==> src/rtl/jpeg_chan_sched_pkg.sv <==
// Purpose: shared types and constants for the JPEG channel scheduler and the encoder datapath.
// Latency: n/a (declarations only).
// Backpressure: n/a.
// Contents: scheduler FSM state enum, channel codes, default geometry and counter widths.
package jpeg_chan_sched_pkg;

  // Default block geometry and core latency.
  localparam int NPIX_DEF     = 64;
  localparam int CORE_LAT_DEF = 4;

  // Address into the upstream block buffer, and internal counter widths.
  // The LOAD counter carries one spare bit so that the comparison against
  // NPIX-1 never aliases.
  localparam int ADDR_W = 6;
  localparam int LCNT_W = 7;
  localparam int WCNT_W = 4;
  localparam int BCNT_W = 16;

  typedef enum logic [1:0] {
    ST_IDLE  = 2'd0,
    ST_LOAD  = 2'd1,
    ST_WAIT  = 2'd2,
    ST_DRAIN = 2'd3
  } sched_state_e;

  // Channel codes as presented on chan_sel; code 3 is never driven.
  localparam logic [1:0] CH_Y  = 2'd0;
  localparam logic [1:0] CH_CB = 2'd1;
  localparam logic [1:0] CH_CR = 2'd2;

  // Channel that follows ch within one block (only called for Y and Cb).
  function automatic logic [1:0] next_chan(input logic [1:0] ch);
    return ch + 2'd1;
  endfunction

endpackage

==> src/rtl/jpeg_sched_cnt.sv <==
// Purpose: loadable up-counter with a terminal-count flag.
// Latency: count updates one cycle after load_i/en_i; term_o is a compare on the registered count.
// Backpressure: none; the count holds whenever en_i is low.
// Ports: clk_i/rst_ni clock and async active-low reset; load_i/load_val_i synchronous load
//        (wins over en_i); en_i increment; last_i terminal value; cnt_o count; term_o cnt_o==last_i.
module jpeg_sched_cnt #(
  parameter int W = 7
) (
  input  logic         clk_i,
  input  logic         rst_ni,
  input  logic         load_i,
  input  logic [W-1:0] load_val_i,
  input  logic         en_i,
  input  logic [W-1:0] last_i,
  output logic [W-1:0] cnt_o,
  output logic         term_o
);

  logic [W-1:0] cnt_q;
  logic [W-1:0] cnt_d;

  always_comb begin
    cnt_d = cnt_q;
    if (load_i) begin
      cnt_d = load_val_i;
    end else if (en_i) begin
      cnt_d = cnt_q + W'(1);
    end
  end

  always_ff @(posedge clk_i or negedge rst_ni) begin
    if (!rst_ni) begin
      cnt_q <= '0;
    end else begin
      cnt_q <= cnt_d;
    end
  end

  assign cnt_o  = cnt_q;
  assign term_o = (cnt_q == last_i);

endmodule

==> src/rtl/jpeg_chan_sched.sv <==
// Purpose: sequences Y, Cb, Cr of one buffered 8x8 block through a shared encoder core.
// Latency: 3*(NPIX+CORE_LAT+1) cycles from acceptance to the last DRAIN cycle with res_ready_i held high.
// Backpressure: DRAIN holds res_valid_o and the channel until res_ready_i; blk_ready_o only in IDLE.
// Ports: clock_i/reset_n_i clock and async active-low reset; blk_valid_i/blk_ready_o block handshake;
//        rd_addr_o pixel index; chan_sel_o channel; core_input_enable_o/core_output_enable_o core controls;
//        res_valid_o/res_ready_i result handshake; blk_done_o completion pulse; blk_cnt_o completed blocks.
module jpeg_chan_sched
  import jpeg_chan_sched_pkg::*;
#(
  parameter int NPIX     = NPIX_DEF,
  parameter int CORE_LAT = CORE_LAT_DEF
) (
  input  logic              clock_i,
  input  logic              reset_n_i,
  input  logic              blk_valid_i,
  output logic              blk_ready_o,
  output logic [ADDR_W-1:0] rd_addr_o,
  output logic [1:0]        chan_sel_o,
  output logic              core_input_enable_o,
  output logic              core_output_enable_o,
  output logic              res_valid_o,
  input  logic              res_ready_i,
  output logic              blk_done_o,
  output logic [BCNT_W-1:0] blk_cnt_o
);

  localparam logic [LCNT_W-1:0] LD_LAST = LCNT_W'(NPIX - 1);
  // With no core latency the WAIT counter is never consulted; any value will do.
  localparam logic [WCNT_W-1:0] WT_LAST = (CORE_LAT == 0) ? '0 : WCNT_W'(CORE_LAT - 1);

  sched_state_e      state_q;
  logic              blk_ready_q;
  logic [1:0]        chan_sel_q;
  logic              cie_q;
  logic              coe_q;
  logic              res_valid_q;
  logic              blk_done_q;
  logic [BCNT_W-1:0] blk_cnt_q;

  logic              ld_load;
  logic              ld_en;
  logic              ld_term;
  logic [LCNT_W-1:0] ld_cnt;
  logic              wt_load;
  logic              wt_en;
  logic              wt_term;
  logic [WCNT_W-1:0] unused_wt_cnt;
  logic              unused_ld_msb;

  // LOAD counter doubles as the registered read address. It is held at zero
  // in IDLE and rewound when a result is accepted, and it freezes at NPIX-1
  // through WAIT and DRAIN so the address never runs past the block.
  assign ld_load = (state_q == ST_IDLE) || ((state_q == ST_DRAIN) && res_ready_i);
  assign ld_en   = (state_q == ST_LOAD) && !ld_term;

  // WAIT counter sits at zero outside WAIT, so every WAIT visit lasts exactly CORE_LAT cycles.
  assign wt_load = (state_q != ST_WAIT);
  assign wt_en   = (state_q == ST_WAIT) && !wt_term;

  jpeg_sched_cnt #(.W(LCNT_W)) u_load_cnt (
    .clk_i      (clock_i),
    .rst_ni     (reset_n_i),
    .load_i     (ld_load),
    .load_val_i ('0),
    .en_i       (ld_en),
    .last_i     (LD_LAST),
    .cnt_o      (ld_cnt),
    .term_o     (ld_term)
  );

  jpeg_sched_cnt #(.W(WCNT_W)) u_wait_cnt (
    .clk_i      (clock_i),
    .rst_ni     (reset_n_i),
    .load_i     (wt_load),
    .load_val_i ('0),
    .en_i       (wt_en),
    .last_i     (WT_LAST),
    .cnt_o      (unused_wt_cnt),
    .term_o     (wt_term)
  );

  assign unused_ld_msb = ld_cnt[LCNT_W-1];

  // Every control output is set on the transition into the state that owns
  // it, so all outputs are flops and none follows an input combinationally.
  always_ff @(posedge clock_i or negedge reset_n_i) begin
    if (!reset_n_i) begin
      state_q     <= ST_IDLE;
      blk_ready_q <= 1'b1;
      chan_sel_q  <= CH_Y;
      cie_q       <= 1'b0;
      coe_q       <= 1'b0;
      res_valid_q <= 1'b0;
      blk_done_q  <= 1'b0;
      blk_cnt_q   <= '0;
    end else begin
      blk_done_q <= 1'b0;
      case (state_q)
        ST_IDLE: begin
          if (blk_valid_i) begin
            state_q     <= ST_LOAD;
            blk_ready_q <= 1'b0;
            chan_sel_q  <= CH_Y;
            cie_q       <= 1'b1;
          end
        end
        ST_LOAD: begin
          if (ld_term) begin
            cie_q <= 1'b0;
            if (CORE_LAT == 0) begin
              state_q     <= ST_DRAIN;
              res_valid_q <= 1'b1;
              coe_q       <= 1'b1;
            end else begin
              state_q <= ST_WAIT;
            end
          end
        end
        ST_WAIT: begin
          if (wt_term) begin
            state_q     <= ST_DRAIN;
            res_valid_q <= 1'b1;
            coe_q       <= 1'b1;
          end
        end
        ST_DRAIN: begin
          if (res_ready_i) begin
            res_valid_q <= 1'b0;
            coe_q       <= 1'b0;
            if (chan_sel_q != CH_CR) begin
              state_q    <= ST_LOAD;
              chan_sel_q <= next_chan(chan_sel_q);
              cie_q      <= 1'b1;
            end else begin
              // Completion is reported together with the return to IDLE; the
              // count wraps naturally at the top of its range.
              state_q     <= ST_IDLE;
              blk_ready_q <= 1'b1;
              chan_sel_q  <= CH_Y;
              blk_done_q  <= 1'b1;
              blk_cnt_q   <= blk_cnt_q + BCNT_W'(1);
            end
          end
        end
        default: begin
          state_q     <= ST_IDLE;
          blk_ready_q <= 1'b1;
          chan_sel_q  <= CH_Y;
          cie_q       <= 1'b0;
          coe_q       <= 1'b0;
          res_valid_q <= 1'b0;
        end
      endcase
    end
  end

  assign blk_ready_o          = blk_ready_q;
  assign rd_addr_o            = ld_cnt[ADDR_W-1:0];
  assign chan_sel_o           = chan_sel_q;
  assign core_input_enable_o  = cie_q;
  assign core_output_enable_o = coe_q;
  assign res_valid_o          = res_valid_q;
  assign blk_done_o           = blk_done_q;
  assign blk_cnt_o            = blk_cnt_q;

endmodule
==> config.mk <==
export PLATFORM = sky130hd
export DESIGN_NAME = jpeg_chan_sched
export DESIGN_NICKNAME = d
export VERILOG_FILES = /design/src/rtl/jpeg_chan_sched_pkg.sv /design/src/rtl/jpeg_sched_cnt.sv /design/src/rtl/jpeg_chan_sched.sv
export SDC_FILE = /design/constraint.sdc
export NUM_CORES = 1
export LEC_CHECK = 0
export ABC_AREA = 1
export CAP_MARGIN = 20
export CORE_MARGIN = 8
export CORE_UTILIZATION = 30
export CTS_BUF_LIST = sky130_fd_sc_hd__clkbuf_2
export DETAILED_ROUTE_END_ITERATION = 7
export DONT_BUFFER_PORTS = 1
export GPL_ROUTABILITY_DRIVEN = 0
export PLACE_DENSITY = 0.56
export SETUP_SLACK_MARGIN = 0.15
export SLEW_MARGIN = 10
export SYNTH_ARGS = -nofsm -noshare
export SYNTH_HDL_FRONTEND = slang
export SYNTH_HIERARCHICAL = 1
export SYNTH_SLANG_ARGS = --single-unit
==> constraint.sdc <==
create_clock -name clock_i -period 1.7 [get_ports clock_i]
set_clock_uncertainty 0.1 [all_clocks]
set_input_delay 0.34 -clock clock_i [delete_from_list [all_inputs] [get_ports clock_i]]
set_output_delay 0.34 -clock clock_i [all_outputs]
set_load 0.02 [all_outputs]
-- Word level (Yosys, flattened, before mapping)
Cells that the tools add are included.
- input bits: 4
- output and inout port bits: 29
- register bits: 35
- logic and storage cells: 74
- equality and inequality tests: 13
- reduce and logical (&&, ||, !) cells: 18
- mux-type cells: 29
- bitwise logic cells: 1
- add/sub/neg operators: 4
- operators by type and width (cell ; count):
    adder 16 x 1 -> 16 bit, second input constant ; 1
    two-way mux 2 bit ; 7
    two-way mux 7 bit ; 2
    inequality test 2 bit, second input constant ; 7
    two-way mux 1 bit ; 13
    AND reduction 3 bit ; 3
    two-way mux 4 bit ; 2
    one-hot mux 2 bit (4 select lines) ; 1
    AND reduction 4 bit ; 2
    nonzero test 2 bit ; 4
    adder 7 x 1 -> 7 bit, second input constant ; 1
    == test 7 x 6 -> 1 bit, second input constant ; 1
    AND reduction 5 bit ; 1
    adder 4 x 1 -> 4 bit, second input constant ; 1
    == test 2 bit, second input constant ; 2
    == test 4 x 2 -> 1 bit, second input constant ; 1
    one-hot mux 1 bit (2 select lines) ; 2
    one-hot mux 2 bit (2 select lines) ; 1
    logical AND 1 bit ; 3
    one-hot mux 1 bit (3 select lines) ; 1
    nonzero test 3 bit ; 1
    adder 2 x 1 -> 2 bit, second input constant ; 1
    == test 2 x 1 -> 1 bit, second input constant ; 1
    logical NOT 1 bit ; 2
    4 further kinds ; 4

-- Longest topological paths before layout
- depth in word-level cells: 5
- gate-level depth with buffers: 11
- gate-level depth less buffers: 11

-- Modules after synthesis
The synthesis kept the hierarchy.
- modules (own cells, without submodules) (module ; instances ; cells each ; area each (µm²) ; sequential area each (µm²)):
    jpeg_chan_sched ; 1 ; 170 ; 1396.3 ; 601.8
    jpeg_sched_cnt at u_load_cnt ; 1 ; 77 ; 533.0 ; 175.2
    jpeg_sched_cnt at u_wait_cnt ; 1 ; 39 ; 281.5 ; 100.1

-- Worst setup path after synthesis
OpenSTA, ideal clock, no wires.
- path type: register -> register
- start: register u_load_cnt.cnt_q[0] (netlist: u_load_cnt/cnt_o[0])
- end: register u_load_cnt.cnt_q[2] (netlist: u_load_cnt/cnt_o[2])
- library setup time: 0.077 ns
- required time: 1.523 ns
- path slack: -0.091 ns
- path buffers: 0
- cell stages (with the launch flop): 11
- data arrival time: 1.613 ns
- path through: dfrtp_1 nand2_1 inv_1 nor2_1 nor2_1 nand2_1 nor2_2 nor2_1 nand2_1 xor2_1 a21oi_1
- cells in the longest elaborated chain, start to end: 4
- ends and longest elaborated chain (what ; RTL line ; RTL):
    start: declaration ; jpeg_sched_cnt.sv:19 ; logic [W-1:0] cnt_q;
    start signal: assignment ; jpeg_sched_cnt.sv:35 ; cnt_q <= cnt_d;
    == test 7 x 6 -> 1 bit ; jpeg_sched_cnt.sv:40 ; assign term_o = (cnt_q == last_i);
    net ld_term ; jpeg_chan_sched.sv:42 ; logic ld_term;
    logical NOT 1 bit ; jpeg_chan_sched.sv:54 ; assign ld_en = (state_q == ST_LOAD) && !ld_term;
    logical AND 1 bit ; jpeg_chan_sched.sv:54 ;
    net ld_en ; jpeg_chan_sched.sv:41 ; logic ld_en;
    nonzero test 2 bit (no source line) ; n/a ;
The timed path passes the listed nets, and every way through them passes these cells. The select of a mux whose other input is x is not followed.
A chain may end at the register's enable or synchronous reset.

-- Final worst setup path
- start: register state_q[1]
- end: register u_load_cnt.cnt_q[2] (netlist: u_load_cnt/cnt_o[2])
- RTL lines (what ; RTL line ; RTL):
    start: declaration ; jpeg_chan_sched.sv:31 ; sched_state_e state_q;
    start signal: assignment ; jpeg_chan_sched.sv:88 ; state_q <= ST_IDLE;
    start signal: assignment ; jpeg_chan_sched.sv:101 ; state_q <= ST_LOAD;
    start signal: assignment ; jpeg_chan_sched.sv:111 ; state_q <= ST_DRAIN;
    == test 2 x 1 -> 1 bit ; jpeg_chan_sched.sv:54 ;
    logical AND 1 bit ; jpeg_chan_sched.sv:54 ;
    net ld_en ; jpeg_chan_sched.sv:41 ;
    nonzero test 2 bit (no source line) ; n/a ;
The timed path passes the listed nets, and every way through them passes these cells.

==> results.sh <==
export IMPL_status="complete, no violations"
export IMPL_drc=0
export IMPL_setup_tns_final_ps=0
export IMPL_cp_required_ps=1910
export IMPL_die_w_um=102
export IMPL_fin_ws_ps=115
export IMPL_synth_cells=286
export IMPL_grt_ovfl_total=0
export IMPL_drv_slew=0
export IMPL_grt_max_degree=36
export IMPL_syn_area_um2=2210
export IMPL_antenna_found_initial=0
export IMPL_crit_fanout=5
export IMPL_ant_nets=0
export IMPL_rsz0062_at_grt="true"
export IMPL_wire_per_inst_um=11.3
export IMPL_cts_tree="yes"
export IMPL_diodes=0
export IMPL_setup_violations=0
export IMPL_firstDrtPassIters=6
export IMPL_synth_warning_count=6
export IMPL_nets=370
export IMPL_row_count=31
export IMPL_core_area_um2=7210
export IMPL_htree_levels=2
export IMPL_hold_class="input pin to register"
export IMPL_grt_pass1_vias=1793
export IMPL_drive_gt1_frac=0.291
export IMPL_synth_area_leaders="dfrtp_1 (38%), nand2_1 (14%), inv_1 (6.8%)"
export IMPL_cts_buffer_depth=2
export IMPL_whs_ps=125
export IMPL_clock_sinks=35
export IMPL_dpl_hpwl_um=3880
export IMPL_cts_root_buffer_cell="clkbuf_2"
export IMPL_critical_path_endpoint_type="register"
export IMPL_die_h_um=102
export IMPL_period_share=0.933
export IMPL_yosys_cell_types_count=32
export IMPL_path_class="register to register"
export IMPL_route_vias_total=1924
export IMPL_power_density_nw_per_um2=1460
export IMPL_die_area_um2=10400
export IMPL_dp_slack_ps=13.4
export IMPL_seq_area_frac_synth=0.397
export IMPL_wirelength_um=5160
export IMPL_yosys_area_top_type="dfrtp_1"
export IMPL_ir_drop_v=0.000505
export IMPL_n_fill_cell=759
export IMPL_numPortBuffers=0
export IMPL_cellLeakagePower_nw=1.45
export IMPL_max_cap_viol_count=0
export IMPL_max_freq_mhz=631
export IMPL_grt_pass1_wl_um=8480
export IMPL_boundaryPins=33
export IMPL_crit_path_start_kind="register"
export IMPL_fin_crit_ps=1590
export IMPL_dr_first_iter_drc_count=83
export IMPL_hold_viol_final=0
export IMPL_clock_latency_ps=370
export IMPL_numCtsBuffers=5
export IMPL_ys_seq_elements=35
export IMPL_track_usage=0.103
export IMPL_areaGrowthSynthToFinish_pct=30.9
export IMPL_initial_core_util=0.306
export IMPL_avgSynthCellArea_um2=7.73
export IMPL_synth_top_area_share=0.385
export IMPL_via_per_inst=4.22
export IMPL_clk_pin_slew_worst_paths_ps=200
export IMPL_arrival_ps=1800
## cell usage after synthesis
library cell and number:
o21bai_1 1, o21a_1 1, a21oi_1 3, xnor2_1 10
nand2_4 1, nor3_4 1, nor3_2 1, conb_1 2
o21ai_0 3, o21ai_1 4, inv_1 40, nor3_1 3
buf_4 2, nand2_1 81, nand4_1 5, nor2_1 25
a21boi_1 1, inv_2 3, nor2_4 4, nor2_2 7
nand2_2 2, dfstp_2 1, o21bai_2 1, xor2_1 8
a31oi_1 1, o22ai_1 2, dfrtp_1 34, nand3_2 1
nand4_4 1, nand3_1 21, a22oi_1 6, ha_1 10
## layer usage
| metal | GRT usage | vias to the layer above | routed length [µm] |
|---|---|---|---|
| met5 | 0 | - | 0 |
| met4 | 0.0339 | 0 | 62 |
| met3 | 0.0327 | 4 | 306 |
| met2 | 0.176 | 23 | 2530 |
| met1 | 0.120 | 884 | 2270 |
| li1 | - | 1013 | - |
## through the flow
stage | utilization | cells | cell area [µm²] | power, mW
2_1_floorplan | - | 310 | 2320 | 2.83
3_3_place_gp | 0.364 | 434 | 2630 | 3.38
3_5_place_dp | 0.364 | 434 | 2630 | 3.42
4_1_cts | 0.382 | 449 | 2760 | 4.00
5_1_grt | 0.401 | 456 | 2890 | 4.63
6_report | 0.401 | 456 | 2890 | 4.23
## path summary, 6_finish.rpt
path	start	end	slack [ps]	depth (start not counted)
min reg2reg	blk_ready_o	blk_ready_o	460	2
min in group asynchronous	reset_n_i	blk_cnt_o[8]	290	2
max	state_q[1]	u_load_cnt/cnt_o[2]	110	7
min	res_ready_i	res_valid_o	130	3
max in group asynchronous	reset_n_i	blk_ready_o	940	2
max reg2reg	state_q[1]	u_load_cnt/cnt_o[2]	110	7
## area by class of cell
class | instances | area, µm² | share of cell area
inverter | 43 | 166 | 0.0575
timing repair buffer | 41 | 327 | 0.113
sequential | 35 | 888 | 0.307
clock buffer | 6 | 30.0 | 0.0104
clock inverter | 2 | 12.5 | 0.00432
multi-input combinational | 230 | 1350 | 0.465
tap | 99 | 124 | 0.0428
## sequential cells by signal, summed over array words and instances, names as in the netlist, 2 cells and up
| register | count |
|---|---|
| blk_cnt_o | 16 |
| u_wait_cnt/cnt_o | 4 |
| state_q | 2 |
| u_load_cnt/cnt_o | 7 |
| chan_sel_o | 2 |
## power by group
group          internal (mW)  switching [mW]
clock network          0.105           0.302
registers               1.09           0.263
logic                   1.06            1.41
## cells in the final DEF (no fill, tap or decap), types with 3 or more instances in the layout
master and instances:
dfrtp_1 25, nand2_1 75, inv_2 8, ha_1 5, nand3_1 21, nand4_1 5, nor2_4 8, dfrtp_2 9
o21ai_1 4, conb_1 26, a22oi_1 6, xnor2_1 10, nor3_1 3, xor2_1 8, inv_1 33, buf_4 38
nand2_2 7, clkbuf_2 6, a21oi_1 3, nor2_1 20, nor2_2 8, ha_4 3
## timing repair
action | 4_1_cts | 5_1_grt
setup endpoints to repair | 25 | 29
hold buffers | 2 | 0
buffers inserted | 5 | 7
hold endpoints to repair | 35 | 0
gates resized for setup | 8 | 29
pin swaps | 1 | 16
## cells by family (layout without fill, tap and decap cells)
kind of cell,count (synthesis),in the layout,share of synthesized area
AND/OR/NAND/NOR,153,153,0.325
buffers and inverters,45,92,0.0798
XOR/XNOR,18,18,0.0713
other,2,26,0.00340
AO/OA/AOI/OAI,23,23,0.0668
flip-flops,35,35,0.397
adder cells (fa/ha/maj),10,10,0.0566
## worst max-delay path, stage by stage, from the launching register on
cell	delay [ps]
dfrtp_2	510
inv_2	110
ha_1	180
inv_1	80
nor2_4	190
nand2_1	90
xor2_1	150
a21oi_1	130
No activity file was read; power rests on OpenSTA's default activity.
